## config.mk

```make
export PLATFORM = sky130hd
export DESIGN_NAME = tm1638_responder
export DESIGN_NICKNAME = d
export VERILOG_FILES = /design/src/rtl/tm1638_responder.sv
export SDC_FILE = /design/constraint.sdc
export NUM_CORES = 1
export LEC_CHECK = 0
export BUFFER_PORTS_ARGS = -buffer_cell sky130_fd_sc_hd__buf_4
export CORE_ASPECT_RATIO = 1.2
export CORE_MARGIN = 3
export CORE_UTILIZATION = 55
export DETAILED_ROUTE_END_ITERATION = 10
export GPL_TIMING_DRIVEN = 0
export MAX_ROUTING_LAYER = met4
export PLACE_DENSITY = 0.73
export RECOVER_POWER = 100
export SLEW_MARGIN = 5
export SYNTH_ARGS = -nofsm -noshare
export SYNTH_HDL_FRONTEND = slang
export SYNTH_SLANG_ARGS = --single-unit
```

## constraint.sdc

```tcl
create_clock -name clk -period 3 [get_ports clk]
set_clock_uncertainty 0.15 [all_clocks]
set_input_delay 0.3 -clock clk [delete_from_list [all_inputs] [get_ports clk]]
set_output_delay 0.3 -clock clk [all_outputs]
set_load 0.02 [all_outputs]
```

## src/rtl/tm1638_responder.sv

```systemverilog
// Target side of the TM1638 STB/CLK/DIO link: decodes host frames into a 16-byte display RAM
// plus display control and shifts key-scan bytes back. Optional TM1638_RESP_GLITCH_FILTER_EN.
module tm1638_responder #(
  parameter int unsigned SYNC_STAGES = 2,
  parameter int unsigned KEY_BYTES   = 4
) (
  input  logic                   clk,
  input  logic                   reset,
  input  logic                   tm_stb,
  input  logic                   tm_clk,
  input  logic                   tm_dio_in,
  output logic                   tm_dio_out,
  output logic                   tm_dio_oe,
  input  logic [8*KEY_BYTES-1:0] keys,
  input  logic [3:0]             rd_addr,
  output logic [7:0]             rd_data,
  output logic                   display_on,
  output logic [2:0]             brightness,
  output logic                   frame_done,
  output logic                   cmd_error
);

  localparam int unsigned NumKeyBits = 8 * KEY_BYTES;
  localparam int unsigned RdCntW     = $clog2(NumKeyBits + 1);

  typedef enum logic [2:0] {StIdle, StCmd, StWdata, StRdata, StDrain} state_e;

  // Synchronizers reset to the idle-high level so reset itself never looks like an edge.
  logic [SYNC_STAGES-1:0] stb_sync_q, clk_sync_q, dio_sync_q;

  always_ff @(posedge clk) begin
    if (reset) begin
      stb_sync_q <= '1;
      clk_sync_q <= '1;
      dio_sync_q <= '1;
    end else begin
      stb_sync_q <= {stb_sync_q[SYNC_STAGES-2:0], tm_stb};
      clk_sync_q <= {clk_sync_q[SYNC_STAGES-2:0], tm_clk};
      dio_sync_q <= {dio_sync_q[SYNC_STAGES-2:0], tm_dio_in};
    end
  end

  logic stb_f, clk_f, dio_f;

`ifdef TM1638_RESP_GLITCH_FILTER_EN
  logic [2:0] stb_win_q, clk_win_q;
  logic [1:0] dio_dly_q;

  function automatic logic maj3(input logic [2:0] v);
    return (v[0] & v[1]) | (v[0] & v[2]) | (v[1] & v[2]);
  endfunction

  // DIO is delayed by the same two clocks so it stays aligned with the filtered clock.
  always_ff @(posedge clk) begin
    if (reset) begin
      stb_win_q <= '1;
      clk_win_q <= '1;
      dio_dly_q <= '1;
    end else begin
      stb_win_q <= {stb_win_q[1:0], stb_sync_q[SYNC_STAGES-1]};
      clk_win_q <= {clk_win_q[1:0], clk_sync_q[SYNC_STAGES-1]};
      dio_dly_q <= {dio_dly_q[0], dio_sync_q[SYNC_STAGES-1]};
    end
  end

  assign stb_f = maj3(stb_win_q);
  assign clk_f = maj3(clk_win_q);
  assign dio_f = dio_dly_q[1];
`else
  assign stb_f = stb_sync_q[SYNC_STAGES-1];
  assign clk_f = clk_sync_q[SYNC_STAGES-1];
  assign dio_f = dio_sync_q[SYNC_STAGES-1];
`endif

  logic stb_prev_q, clk_prev_q;
  logic stb_rise, stb_fall, clk_rise, clk_fall;

  always_ff @(posedge clk) begin
    if (reset) begin
      stb_prev_q <= 1'b1;
      clk_prev_q <= 1'b1;
    end else begin
      stb_prev_q <= stb_f;
      clk_prev_q <= clk_f;
    end
  end

  assign stb_rise = stb_f & ~stb_prev_q;
  assign stb_fall = ~stb_f & stb_prev_q;
  assign clk_rise = clk_f & ~clk_prev_q;
  assign clk_fall = ~clk_f & clk_prev_q;

  state_e                  state_q;
  logic [2:0]              bit_cnt_q;
  logic [6:0]              shift_q;
  logic [3:0]              addr_q;
  logic                    fixed_q;
  logic                    disp_on_q;
  logic [2:0]              bright_q;
  logic                    oe_q;
  logic                    dout_q;
  logic [NumKeyBits-1:0]   snap_q;
  logic [RdCntW-1:0]       rd_cnt_q;
  logic                    byte_seen_q;
  logic                    frame_done_q;
  logic                    cmd_error_q;
  logic [7:0]              rd_data_q;
  logic [7:0]              ram_q [16];

  logic [7:0] byte_w;
  logic       byte_done;

  // Bits arrive LSB first, so the completing bit is the MSB.
  assign byte_w    = {dio_f, shift_q};
  assign byte_done = clk_rise & (bit_cnt_q == 3'd7);

  always_ff @(posedge clk) begin
    if (reset) begin
      state_q      <= StIdle;
      bit_cnt_q    <= '0;
      shift_q      <= '0;
      addr_q       <= '0;
      fixed_q      <= 1'b0;
      disp_on_q    <= 1'b0;
      bright_q     <= '0;
      oe_q         <= 1'b0;
      dout_q       <= 1'b1;
      snap_q       <= '0;
      rd_cnt_q     <= '0;
      byte_seen_q  <= 1'b0;
      frame_done_q <= 1'b0;
      cmd_error_q  <= 1'b0;
      rd_data_q    <= '0;
      for (int i = 0; i < 16; i++) begin
        ram_q[i] <= '0;
      end
    end else begin
      frame_done_q <= 1'b0;
      cmd_error_q  <= 1'b0;
      rd_data_q    <= ram_q[rd_addr];

      // Strobe edges take priority over any clock edge seen in the same cycle.
      if (stb_rise) begin
        state_q      <= StIdle;
        bit_cnt_q    <= '0;
        oe_q         <= 1'b0;
        dout_q       <= 1'b1;
        frame_done_q <= byte_seen_q;
        byte_seen_q  <= 1'b0;
      end else if (stb_fall) begin
        state_q     <= StCmd;
        bit_cnt_q   <= '0;
        oe_q        <= 1'b0;
        dout_q      <= 1'b1;
        byte_seen_q <= 1'b0;
      end else begin
        unique case (state_q)
          StCmd: begin
            if (clk_rise) begin
              shift_q   <= {dio_f, shift_q[6:1]};
              bit_cnt_q <= bit_cnt_q + 3'd1;
            end
            if (byte_done) begin
              byte_seen_q <= 1'b1;
              unique case (byte_w[7:6])
                2'b01: begin
                  if (byte_w[1]) begin
                    snap_q   <= keys;
                    rd_cnt_q <= '0;
                    oe_q     <= 1'b1;
                    dout_q   <= 1'b1;
                    state_q  <= StRdata;
                  end else begin
                    fixed_q <= byte_w[2];
                    state_q <= StDrain;
                  end
                end
                2'b10: begin
                  disp_on_q <= byte_w[3];
                  bright_q  <= byte_w[2:0];
                  state_q   <= StDrain;
                end
                2'b11: begin
                  addr_q  <= byte_w[3:0];
                  state_q <= StWdata;
                end
                default: begin
                  cmd_error_q <= 1'b1;
                  state_q     <= StDrain;
                end
              endcase
            end
          end
          StWdata: begin
            if (clk_rise) begin
              shift_q   <= {dio_f, shift_q[6:1]};
              bit_cnt_q <= bit_cnt_q + 3'd1;
            end
            if (byte_done) begin
              byte_seen_q    <= 1'b1;
              ram_q[addr_q]  <= byte_w;
              if (!fixed_q) begin
                addr_q <= addr_q + 4'd1;
              end
            end
          end
          StRdata: begin
            // Release DIO on the rise that lets the host sample the final bit.
            if (clk_fall && (rd_cnt_q != RdCntW'(NumKeyBits))) begin
              dout_q   <= snap_q[0];
              snap_q   <= snap_q >> 1;
              rd_cnt_q <= rd_cnt_q + RdCntW'(1);
            end else if (clk_rise && (rd_cnt_q == RdCntW'(NumKeyBits))) begin
              oe_q    <= 1'b0;
              dout_q  <= 1'b1;
              state_q <= StDrain;
            end
          end
          StIdle, StDrain: begin
          end
          default: state_q <= StIdle;
        endcase
      end
    end
  end

  assign tm_dio_out = dout_q;
  assign tm_dio_oe  = oe_q;
  assign rd_data    = rd_data_q;
  assign display_on = disp_on_q;
  assign brightness = bright_q;
  assign frame_done = frame_done_q;
  assign cmd_error  = cmd_error_q;

endmodule
```

=== Word-level counts from Yosys, hierarchy flattened ===
Memories as Yosys holds them, arrays and structs flattened. A register that Yosys moved wholly into a read port is not among the register bits.
Cells that the tools add are included.

* Register bits after elaboration: 73
* RAM bits: 128
* Input bits: 41
* Output and inout bits: 16
* Logic and storage cells: 130
* Memories: 1

* Add/sub/neg operators: 3
* Eq/ne operators: 24
* Multiplexer cells: 43
* Bitwise operators: 15
* Reduce and logical (&&, ||, !) cells: 24

{| class="wikitable"
|+ Memories
! memory !! words !! bits a word !! read ports !! clocked after Yosys merged registers in !! write ports !! RTL line !! source
|-
| ram_q || 16 || 8 || 1 || 1 || 16 || 108 || <nowiki>logic [7:0] ram_q [16];</nowiki>
|}

{| class="wikitable"
|+ Operators with widths
! cell !! count
|-
| two-way mux 32 bit || 4
|-
| case mux 32 bit (2 select lines) || 1
|-
| two-way mux 6 bit || 4
|-
| two-way mux 4 bit || 5
|-
| two-way mux 1 bit || 18
|-
| inequality test 2 bit (second input constant) || 9
|-
| AND reduction 7 bit || 2
|-
| two-way mux 3 bit || 4
|-
| inequality test 3 bit (second input constant) || 4
|-
| case mux 6 bit (2 select lines) || 1
|-
| AND reduction 4 bit || 3
|-
| AND reduction 6 bit || 2
|-
| NOT 1 bit || 10
|-
| AND reduction 5 bit || 2
|-
| case mux 3 bit (3 select lines) || 1
|-
| OR reduction 3 bit || 3
|-
| two-way mux 8 bit || 1
|-
| case mux 4 bit (2 select lines) || 1
|-
| OR reduction 8 bit || 1
|-
| adder 6 x 1 -> 6 bit (second input constant) || 1
|-
| equality test 3 x 2 -> 1 bit (second input constant) || 2
|-
| equality test 3 bit (second input constant) || 2
|-
| equality test 6 bit (second input constant) || 1
|-
| inequality test 6 bit (second input constant) || 1
|-
| other kinds (15) || 26
|}

=== Logic depth before layout (Yosys ltp) ===
Gate-level depths: netlist of the first run.

* Word-level depth: 11
* Depth in mapped cells: 8
* Gate-level depth less buffers: 6

=== Worst setup path before layout of the first run ===
OpenSTA, ideal clock, no wires.

* Path kind: reg2reg
* Start point: register stb_prev_q
* End point: memory ram_q[10][0], enable pin
* Setup time: 384 ps
* Arrival: 1,979 ps
* Required time: 2,466 ps
* Setup slack: 487 ps
* Stages on the path, launching flop included: 7
* Path buffers: 1
* Clock period less this slack: 2,513 ps
* Cells stage by stage: dfxtp_1 -> inv_1 -> ha_1 -> nor3_2 -> nand4_1 -> clkbuf_1 -> o21ai_0

{| class="wikitable"
|+ RTL lines
! item !! RTL line !! source
|-
| start: declaration || 75 || <nowiki>logic stb_prev_q, clk_prev_q;</nowiki>
|-
| start signal: assignment || 83 || <nowiki>stb_prev_q <= stb_f;</nowiki>
|-
| end: declaration || 108 ||
|}

==> results.md, run 1 <==
- Final worst path period need: 2.82 ns
- Fmax achieved: 0.355 GHz
- Wire length of the first global-routing pass: 36500 µm
- LEAKAGE: 4.11 nW
- Critical R2R Launch: bit_cnt_q[0]
- Post-synth EDFFs: 128
- Final WL: 22600 µm
- Ys flop type: edfxtp_1
- Share of cells above drive strength 1: 17.0%
- Final slew viol count: 0
- H-tree depth: 1
- Status: completed
- CP Capture Type: register
- Initial Util: 56.1%
- Comb power frac: 5.3%
- Port Buffers: 53
- Vias in the first global route: 6851
- Post-synth top area share: 39.0%
- Final net count: 973
- Final Hold Fails: 0
- Critical Path Sink: ram_q[1][3]
- Ports: 57
- Register area share after synthesis: 55.4%
- Worst Path Arrival: 2.86 ns
- Post-layout util: 64.2%
- Die X: 128 µm
- Total Power: 6.34 mW
- Yosys reg bits: 209
- Internal: 4.99 mW
- ANT cells: 0
- Crit path max fanout: 8
- Syn nets: 891
- Deepest clock path buffer count: 3
- Max_cap viols: 0
- CORE AREA: 17600 µm²
- Final HPWL DP: 15600 µm
- Clk_lat worst skew: 0.50 ns
- Period utilization: 93.9%
- DR vias/cell: 5.84
- Setup Buffers After CTS: 0
- Yosys cell types: 71
- Sequential Power Share: 49.4%
- CP Launch Point: bit_cnt_q[0]
- Worst R2R Path Depth: 7
- Net Sw Power: 1.35 mW
- Synthesis Warnings: 0
- Most common cell in the netlist: edfxtp_1
- Worst-Margin Slew: 1.15 ns
- Drt initial violations: 501
- Fraction of registers with async set/reset: 0%
- Drt wl/cell: 19.5 µm
- Reg2reg setup slack: 0.18 ns
- Placed cell areas: 10500 µm²
- Site Rows: 53
- Fillers: 1385
- Worst EP required: 3.04 ns
- Top cells by area, synth: edfxtp_1 39%, dfxtp_1 16%, and2_1 7.3%, mux4_2 5.0%, mux2i_1 3.7%
- Initial antenna violation count: 0
- Clock sinks: 209
- Sw frac: 21.2%
- Drc violations: 0
- M1 WL: 9290 µm
- WS Path Type: register to register
- Gpl congestion: 0.857
- RSZ-0062 raised after global routing: false
- Avg Cell Area, Syn: 11.7 µm²
- Routed Antenna Nets: 0
- Total gr overflow: 0
- CTS tree: yes
- CTS Buf Count: 22
- Metal3 WL: 1300 µm
- Largest net degree at the start of global routing: 15
- Pre-CTS WS: -0.456 ns
- Pre-Repair DR Iteration Count: 5
- Synth cell count leaders: 128 x edfxtp_1, 115 x and2_1, 81 x dfxtp_1, 77 x nand2_1, 44 x clkbuf_1
- Synth Cell Area: 9870 µm²
- Layout area overhead: 14.4%
- # setup viols final: 0
- Die Ht: 153 µm
- Fin Hold WS: 0.0300 ns
- Rel. slew slack: 22.9%
- GRT Util Overall: 24.2%
- CP startpoint kind: register
- Synth Instances: 840
- Clk pwr share: 45.2%
- Final instance area: 11300 µm²
- Worst-path clk slew: 0.07 ns
- PnR worst setup slack: 0.184 ns
- Full die area: 19600 µm²
- Root buf cell: clkbuf_16
- HP Class: input pin to register
- Routed wl met2: 11600 µm
- Cell taking the most area after synthesis: edfxtp_1
- Top Metal Used: met4
- Power Density: 562 nW/µm²
- Maximum vdd ir drop: 0.500 mV
- DR vias: 6768
- End of the worst register-to-register path: ram_q[1][3]
[per-layer routing]
layer | up-vias | track usage, %
met5 | - | -
met4 | 0 | 7.43
met3 | 37 | 3.79
met2 | 192 | 39.6
met1 | 3296 | 30.9
li1 | 3243 | -
[cell usage in the layout, fill, tap and decap left out, types with 27 or more instances in the layout]
cell type / count
and2_0: 79
and2_1: 36
buf_4: 45
clkbuf_1: 64
dfxtp_1: 81
edfxtp_1: 128
mux2i_1: 36
nand2_1: 77
nand3_1: 44
nor2_1: 39
o221a_1: 27
[how the worst min path moves through the flow]
stage             startpoint             to  slack (ns)  cells past startpoint
2_1_floorplan  clk_sync_q[0]  clk_sync_q[1]        0.24                      1
3_3_place_gp   dio_sync_q[0]  dio_sync_q[1]        0.25                      1
5_1_grt             keys[10]     snap_q[10]        0.04                      4
3_5_place_dp   dio_sync_q[0]  dio_sync_q[1]        0.25                      1
4_1_cts             keys[28]     snap_q[28]        0.02                      4
6_report            keys[25]     snap_q[25]        0.03                      4
[state kept, by name (all words and copies together), names as in the netlist, 2 cells and up]
signal,count
ram_q,128
snap_q,32
rd_data,8
shift_q,7
rd_cnt_q,6
addr_q,4
bit_cnt_q,3
brightness,3
state_q,3
clk_sync_q,2
dio_sync_q,2
stb_sync_q,2
[cell type report]
type / count / area, µm² / area share, %
multi-input cells: 547 / 3980 / 35.3
inverters: 14 / 52.6 / 0.466
well taps: 220 / 275 / 2.44
plain buffers: 70 / 335 / 2.97
clock inverters: 9 / 78.8 / 0.699
clock buffers: 31 / 709 / 6.29
repair buffers: 58 / 388 / 3.44
flip-flops and latches: 209 / 5470 / 48.4
[stage by stage]
step                      instances  TNS, ns
after global routing           1158        0
after floorplan                 840        0
after detailed placement       1113   -31.23
final                          1158        0
after global placement         1113   -30.89
after CTS                      1158   -0.181
[power groups by stage]
stage	Sequential [mW]	Clock, mW	Combinational (mW)
after floorplan	3.20	0	0.198
after global placement	3.20	0	0.339
after detailed placement	3.20	0	0.341
after CTS	3.13	2.89	0.350
after global routing	3.14	3.03	0.367
final	3.13	2.87	0.339
[critical path, stage by stage, from the launching register on]
cell     delay, ns
dfxtp_1       0.35
ha_1          0.16
ha_1          0.24
and3b_1       0.19
buf_2         0.17
nand4_1       0.13
nor3_1        0.73
or2_2         0.38
[cells by family (layout without fill, tap and decap cells)]
kind of cell               Yosys count  in the layout  synth area share (%)
xor gates and xnor gates             2              2                 0.178
AOI/OAI and AO/OA                  116            116                  10.1
muxes                               63             63                  9.25
DFF                                209            209                  55.4
adders and majority gates           10             10                  1.27
buffers and inverters               84            182                  3.96
and+or+nand+nor                    356            356                  19.9
[what timing repair did]
action | 4_1_cts | 5_1_grt
endpoints found under the setup margin | 96 | 72
resized for setup | 20 | 2
hold buffers | 5 | 0
hold endpoints to repair | 5 | 0
(Power assumes the default switching activity.)
==> inputs of run 2 (changes only) <==
- ABC_AREA: not set -> 1
==> run 2 against run 1 <==
  * Global-route usage rose by 2.1 points
  * Die area is 1.7% lower
  * Core utilization grew 0.39 points
  * Non-clock buffer count shrank 12
  * Register-to-register slack improved by 0.31 ns
  * Count of clock-buffer cells in the layout decreased by 5
  * First-iteration DRC count is 47% higher
  * Total power shrank 0.86%
  * Synthesized cell count up 39%
  * Critical path type is now input pin to register
  * Largest cell class unchanged
  * Largest power group unchanged
==> results.md, run 2 <==
- LEAKAGE: 4.46 nW (+8.5%)
- Max_cap viols: 0 (unchanged)
- Routed Antenna Nets: 0 (unchanged)
- Synth cell count leaders: 327 x nor2_1, 255 x nand2_1, 128 x edfxtp_1, 81 x dfxtp_1, 79 x o21ai_0
- Clock sinks: 209 (unchanged)
- Post-synth EDFFs: 128 (unchanged)
- Port Buffers: 54 (+1.9%)
- Layout area overhead: 13.6%
- # setup viols final: 0 (unchanged)
- Final HPWL DP: 16800 µm (+7.8%)
- HP Class: input pin to register
- Status: completed
- Total Power: 6.29 mW (-0.86%)
- Synth Area in Simple Gates: 28.8% (+8.9 points)
- Post-synthesis compound-gate area fraction: 6.92% (-3.1 points)
- Cell taking the most area after synthesis: edfxtp_1
- Full die area: 19300 µm² (-1.7%)
- CTS tree: yes
- Avg Cell Area, Syn: 8.30 µm² (-29%)
- Gpl congestion: 0.951 (+11%)
- Die X: 127 µm (-0.85%)
- Fmax achieved: 0.381 GHz (+7.4%)
- Vias in the first global route: 7598 (+11%)
- Most common cell after layout, fill and taps aside: nor2_1
- Largest Register: ram_q
- DR vias/cell: 5.36 (-8.2%)
- Yosys reg bits: 209 (unchanged)
- Fillers: 1470 (+6.1%)
- ANT cells: 0 (unchanged)
- Synth Instances: 1168 (+39%)
- Rel. slew slack: 44.0% (+21 points)
- Site Rows: 52 (-1.9%)
- Deepest clock path buffer count: 3 (unchanged)
- Commonest non-fill, non-tap cells in the layout: 331 x nor2_1, 271 x nand2_1, 128 x edfxtp_1, 81 x dfxtp_1, 79 x o21ai_0
- Register area share after synthesis: 56.4% (+1.0 points)
- Pre-CTS WS: 0.533 ns (+0.989 ns)
- Post-synthesis adder-cell area fraction: 1.29% (+0.023 points)
- Maximum vdd ir drop: 0.463 mV (-7.5%)
- Largest net degree at the start of global routing: 15 (unchanged)
- Final worst path period need: 2.62 ns (-0.195 ns)
- Setup Buffers After CTS: 0 (unchanged)
- CP Capture Type: register
- CP startpoint kind: input pin
- Top cells by area, synth: edfxtp_1 40%, dfxtp_1 17%, nor2_1 13%, nand2_1 9.9%, o21ai_0 4.1%
- Root buf cell: clkbuf_16
- XOR/XNOR share of the synthesized area: 0.452% (+0.27 points)
- Share of cells above drive strength 1: 8.20% (-8.8 points)
- Ports: 57 (unchanged)
- Clk_lat worst skew: 0.50 ns (about the same)
- Power Density: 571 nW/µm² (+1.6%)
- Drt initial violations: 737 (+47%)
- Initial antenna violation count: 0 (unchanged)
- Final slew viol count: 0 (unchanged)
- Fraction of registers with async set/reset: 0% (unchanged)
- Final WL: 24300 µm (+7.4%)
- RSZ-0062 raised after global routing: false
- Worst-Margin Slew: 0.838 ns (-0.308 ns)
- Yosys cell types: 30 (-58%)
- WS Path Type: input pin to register
- Number of flip-flops under the largest register name: 128 (unchanged)
- DR vias: 7967 (+18%)
- Total gr overflow: 0 (unchanged)
- Mux cell area share after synthesis: 0% (-9.2 points)
- Wire length of the first global-routing pass: 38100 µm (+4.3%)
- Post-Layout Cell Count: 1485 (+28%)
- Worst Path Arrival: 2.63 ns (-0.23 ns)
- PnR worst setup slack: 0.379 ns (+0.195 ns)
- Pre-Repair DR Iteration Count: 7 (+2)
- Synthesis Warnings: 0 (unchanged)
- Ys flop type: edfxtp_1
- Post-synth top area share: 39.7% (+0.70 points)
- Die Ht: 151 µm (-0.86%)
- Period utilization: 87.4% (-6.5 points)
- GRT Util Overall: 26.2% (+2.1 points)
- CORE AREA: 17000 µm² (-3.0%)
- Placed insts: 1438 (+29%)
- Worst-path clk slew: 0.06 ns (about the same)
- Drt wl/cell: 16.4 µm (-16%)
- Drc violations: 0 (unchanged)
- Synth Cell Area: 9690 µm² (-1.8%)
- Final net count: 1304 (+34%)
- Fin Hold WS: 0.0387 ns (+0.00870 ns)
- Crit path max fanout: 9 (+1)
- CTS Buf Count: 22 (unchanged)
- Initial Util: 56.8% (+0.71 points)
- Setup_tns: 0 ns (unchanged)
- Syn nets: 1219 (+37%)
- Largest family of logic cells by synthesized area: simple AND/OR/NAND/NOR gates
- Worst EP required: 3.00 ns (-0.04 ns)
- Final Hold Fails: 0 (unchanged)
- H-tree depth: 1 (unchanged)
- Most common cell in the netlist: nor2_1
-- run 2: cell type report --
cell class,instances,area [µm²],share of cell area (%)
flip-flops and latches,209,5470,49.6
well taps,216,270,2.45
clock buffers,26,607,5.51
repair buffers,61,408,3.70
clock inverters,14,118,1.07
multi-input cells,823,3560,32.3
inverters,81,304,2.76
plain buffers,55,282,2.56
-- run 2: cells by family (layout without fill, tap and decap cells) --
group | after synthesis | count (layout)
adders and majority gates | 10 | 10
buffers and inverters | 136 | 237
and+or+nand+nor | 681 | 681
DFF | 209 | 209
AOI/OAI and AO/OA | 127 | 127
xor gates and xnor gates | 5 | 5
-- run 2: worst max-delay path, cell delays in order --
cell           delay, ns
dlygate4sd3_1       0.54
clkbuf_1            0.17
inv_2               0.20
nand2_1             0.13
nor2_4              0.23
nand3_4             0.17
nor2_4              0.18
nand2_1             0.27
nand2_1             0.41
-- run 2: metrics by stage --
step	utilization (%)	instance area (µm²)
after detailed placement	60.8	10400
after CTS	65.5	11200
after floorplan	-	9690
final	64.6	11000
after global routing	64.6	11000
after global placement	60.8	10400
-- run 2: power breakdown --
part | total, mW | switching (mW) | internal (mW)
combinational | 0.433 | 0.293 | 0.141
clock | 2.71 | 1.10 | 1.61
sequential | 3.14 | 0.0257 | 3.12
total | 6.29 | 1.42 | 4.87
-- run 2: repair_timing --
action	CTS	global route
hold buffers	7	0
gates resized for setup	0	0
hold endpoints to repair	7	0
-- run 2: routing by layer --
layer,vias up,wire length (µm),global-route usage (%)
li1,3919,-,-
met1,3637,9330,29.0
met2,323,12000,45.6
met3,88,1770,4.51
met4,0,1180,13.6
met5,-,0,-
-- run 2: path summary, 6_finish.rpt --
check,endpoint,cells after the start,slack (ns),startpoint
setup / recovery,ram_q[3][1],9,0.38,reset
hold / removal,snap_q[14],7,0.04,keys[14]
setup reg to reg,ram_q[3][1],8,0.49,bit_cnt_q[0]
hold reg to reg,stb_sync_q[1],1,0.26,stb_sync_q[0]
==> inputs of run 3 (changes only) <==
- REMOVE_ABC_BUFFERS: not set -> 1
==> run 3 against run 2 <==
  * Sequential power hardly changed
  * Fmax is 5.3% lower
  * Core utilization is 1.4 points lower
  * Global-route usage is 3.0 points lower
  * Largest cell class unchanged
==> results.md, run 3 (synthesis gave the netlist of run 2 again) <==
- Status: completed
- Die Ht: 151 µm (unchanged)
- Drc violations: 0 (unchanged)
- Port Buffers: 56 (+3.7%)
- # setup viols final: 0 (unchanged)
- Vias in the first global route: 7210 (-5.1%)
- Final net count: 1254 (-3.8%)
- Routed Antenna Nets: 0 (unchanged)
- RSZ-0062 raised after global routing: false
- Crit path max fanout: 63 (+54)
- Most common cell after layout, fill and taps aside: nor2_1
- GRT Util Overall: 23.2% (-3.0 points)
- Final worst path period need: 2.77 ns (+0.146 ns)
- Critical R2R Launch: state_q[0]
- Initial Util: 56.8% (unchanged)
- Setup_tns: 0 ns (unchanged)
- Final slew viol count: 0 (unchanged)
- Worst Hold Path EP: display_on
- Maximum vdd ir drop: 0.379 mV (-18%)
- Root buf cell: clkbuf_16
- LEAKAGE: 4.34 nW (-2.6%)
- Final HPWL DP: 13300 µm (-21%)
- CP Capture Type: register
- Pre-Repair DR Iteration Count: 6 (-1)
- Fmax achieved: 0.361 GHz (-5.3%)
- Deepest clock path buffer count: 3 (unchanged)
- DR vias/cell: 5.33 (-0.60%)
- Worst R2R Path Depth: 9 (+1)
- Ports: 57 (unchanged)
- CP startpoint kind: input pin
- Period utilization: 92.2% (+4.9 points)
- Worst Path Arrival: 2.75 ns (+0.12 ns)
- Largest Register: ram_q
- CTS Buf Count: 21 (-4.5%)
- CTS tree: yes
- Worst-Margin Slew: 1.37 ns (+0.529 ns)
- Final Hold Fails: 0 (unchanged)
- Total gr overflow: 0 (unchanged)
- Drt initial violations: 533 (-28%)
- Number of flip-flops under the largest register name: 128 (unchanged)
- DR vias: 7642 (-4.1%)
- Max_cap viols: 0 (unchanged)
- Layout area overhead: 11.2%
- WS Path Type: input pin to register
- Rel. slew slack: 8.88% (-35 points)
- Power Density: 565 nW/µm² (-0.96%)
- ANT cells: 0 (unchanged)
- Full die area: 19300 µm² (unchanged)
- Site Rows: 52 (unchanged)
- Placed insts: 1386 (-3.6%)
- Commonest non-fill, non-tap cells in the layout: 329 x nor2_1, 256 x nand2_1, 128 x edfxtp_1, 81 x dfxtp_1, 79 x o21ai_0
- Hold path startpoint: reset
- Post-Layout Cell Count: 1433 (-3.5%)
- Worst-path clk slew: 0.06 ns (about the same)
- H-tree depth: 1 (unchanged)
- Share of cells above drive strength 1: 9.12% (+0.93 points)
- Gpl congestion: 0.919 (-3.4%)
- Clk_lat worst skew: 0.50 ns (about the same)
- Drt wl/cell: 15.5 µm (-5.3%)
- Wire length of the first global-routing pass: 34800 µm (-8.7%)
- End of the worst register-to-register path: snap_q[3]
- Worst Hold Path Cells: 2 (-5)
- HP Class: input pin to register
- Final WL: 22200 µm (-8.6%)
- Clock sinks: 209 (unchanged)
- Post-layout util: 63.2% (-1.4 points)
- Largest net degree at the start of global routing: 69 (+54)
- CORE AREA: 17000 µm² (unchanged)
- Die X: 127 µm (unchanged)
- Initial antenna violation count: 0 (unchanged)
- Reg2reg setup slack: 0.24 ns (-0.25 ns)
- Worst EP required: 2.98 ns (-0.02 ns)
==> run 3: how the worst max path moves through the flow <==
stage	slack, ns	start	end
final	0.23	reset	ram_q[12][0]
after global routing	0.02	reset	ram_q[2][3]
after CTS	0.002	state_q[0]	snap_q[18]
after detailed placement	-0.59	state_q[0]	snap_q[18]
after global placement	-0.57	state_q[0]	snap_q[23]
after floorplan	0.37	state_q[0]	snap_q[0]
==> run 3: layer usage <==
metal	up-vias	global-route usage, %	share of wire, %
li1	3821	-	-
met1	3494	28.1	41
met2	264	39.0	49
met3	63	3.32	6.1
met4	0	10.4	3.3
met5	-	-	0
==> run 3: stage by stage <==
step / total power [mW] / setup slack [ns] / instance area (µm²) / hold WS, ns
final: 6.09 / 0.233 / 10800 / 0.0378
after global routing: 6.27 / 0.0190 / 10800 / 0.0505
after CTS: 6.12 / 0.00205 / 10800 / 0.0320
after detailed placement: 3.60 / -0.592 / 10100 / 0.248
after global placement: 3.59 / -0.567 / 10100 / 0.243
after floorplan: 3.43 / 0.366 / 9400 / 0.219
==> run 3: worst max-delay path: stages <==
cell,delay [ns]
buf_4,0.21
clkinv_2,0.67
nand2_1,0.24
nor2_4,0.29
nand3_4,0.18
nor2_4,0.25
nand2_2,0.20
nand2_1,0.36
==> run 3: final cells by class <==
class	instances	area [µm²]
Clock buffer	28	562
Clock inverter	9	92.6
Fill cell	1501	6270
Inverter	81	309
Multi-Input combinational cell	825	3640
Sequential cell	209	5470
Tap cell	216	270
Timing Repair Buffer	64	430
Timing Repair inverter	1	5.00
==> run 3: power by group <==
group / internal, mW / switching, mW
clock: 1.49 / 1.06
sequential: 3.12 / 0.0276
combinational: 0.132 / 0.265
total: 4.73 / 1.36
==> run 3: repair_timing <==
item / CTS / global route
buffers inserted: 0 / 2
endpoints found under the hold margin: 9 / 0
resized for setup: 2 / 1
hold buffers: 5 / 0
pin swaps: 0 / 2
endpoints found under the setup margin: 39 / 160
cloned: 1 / 2
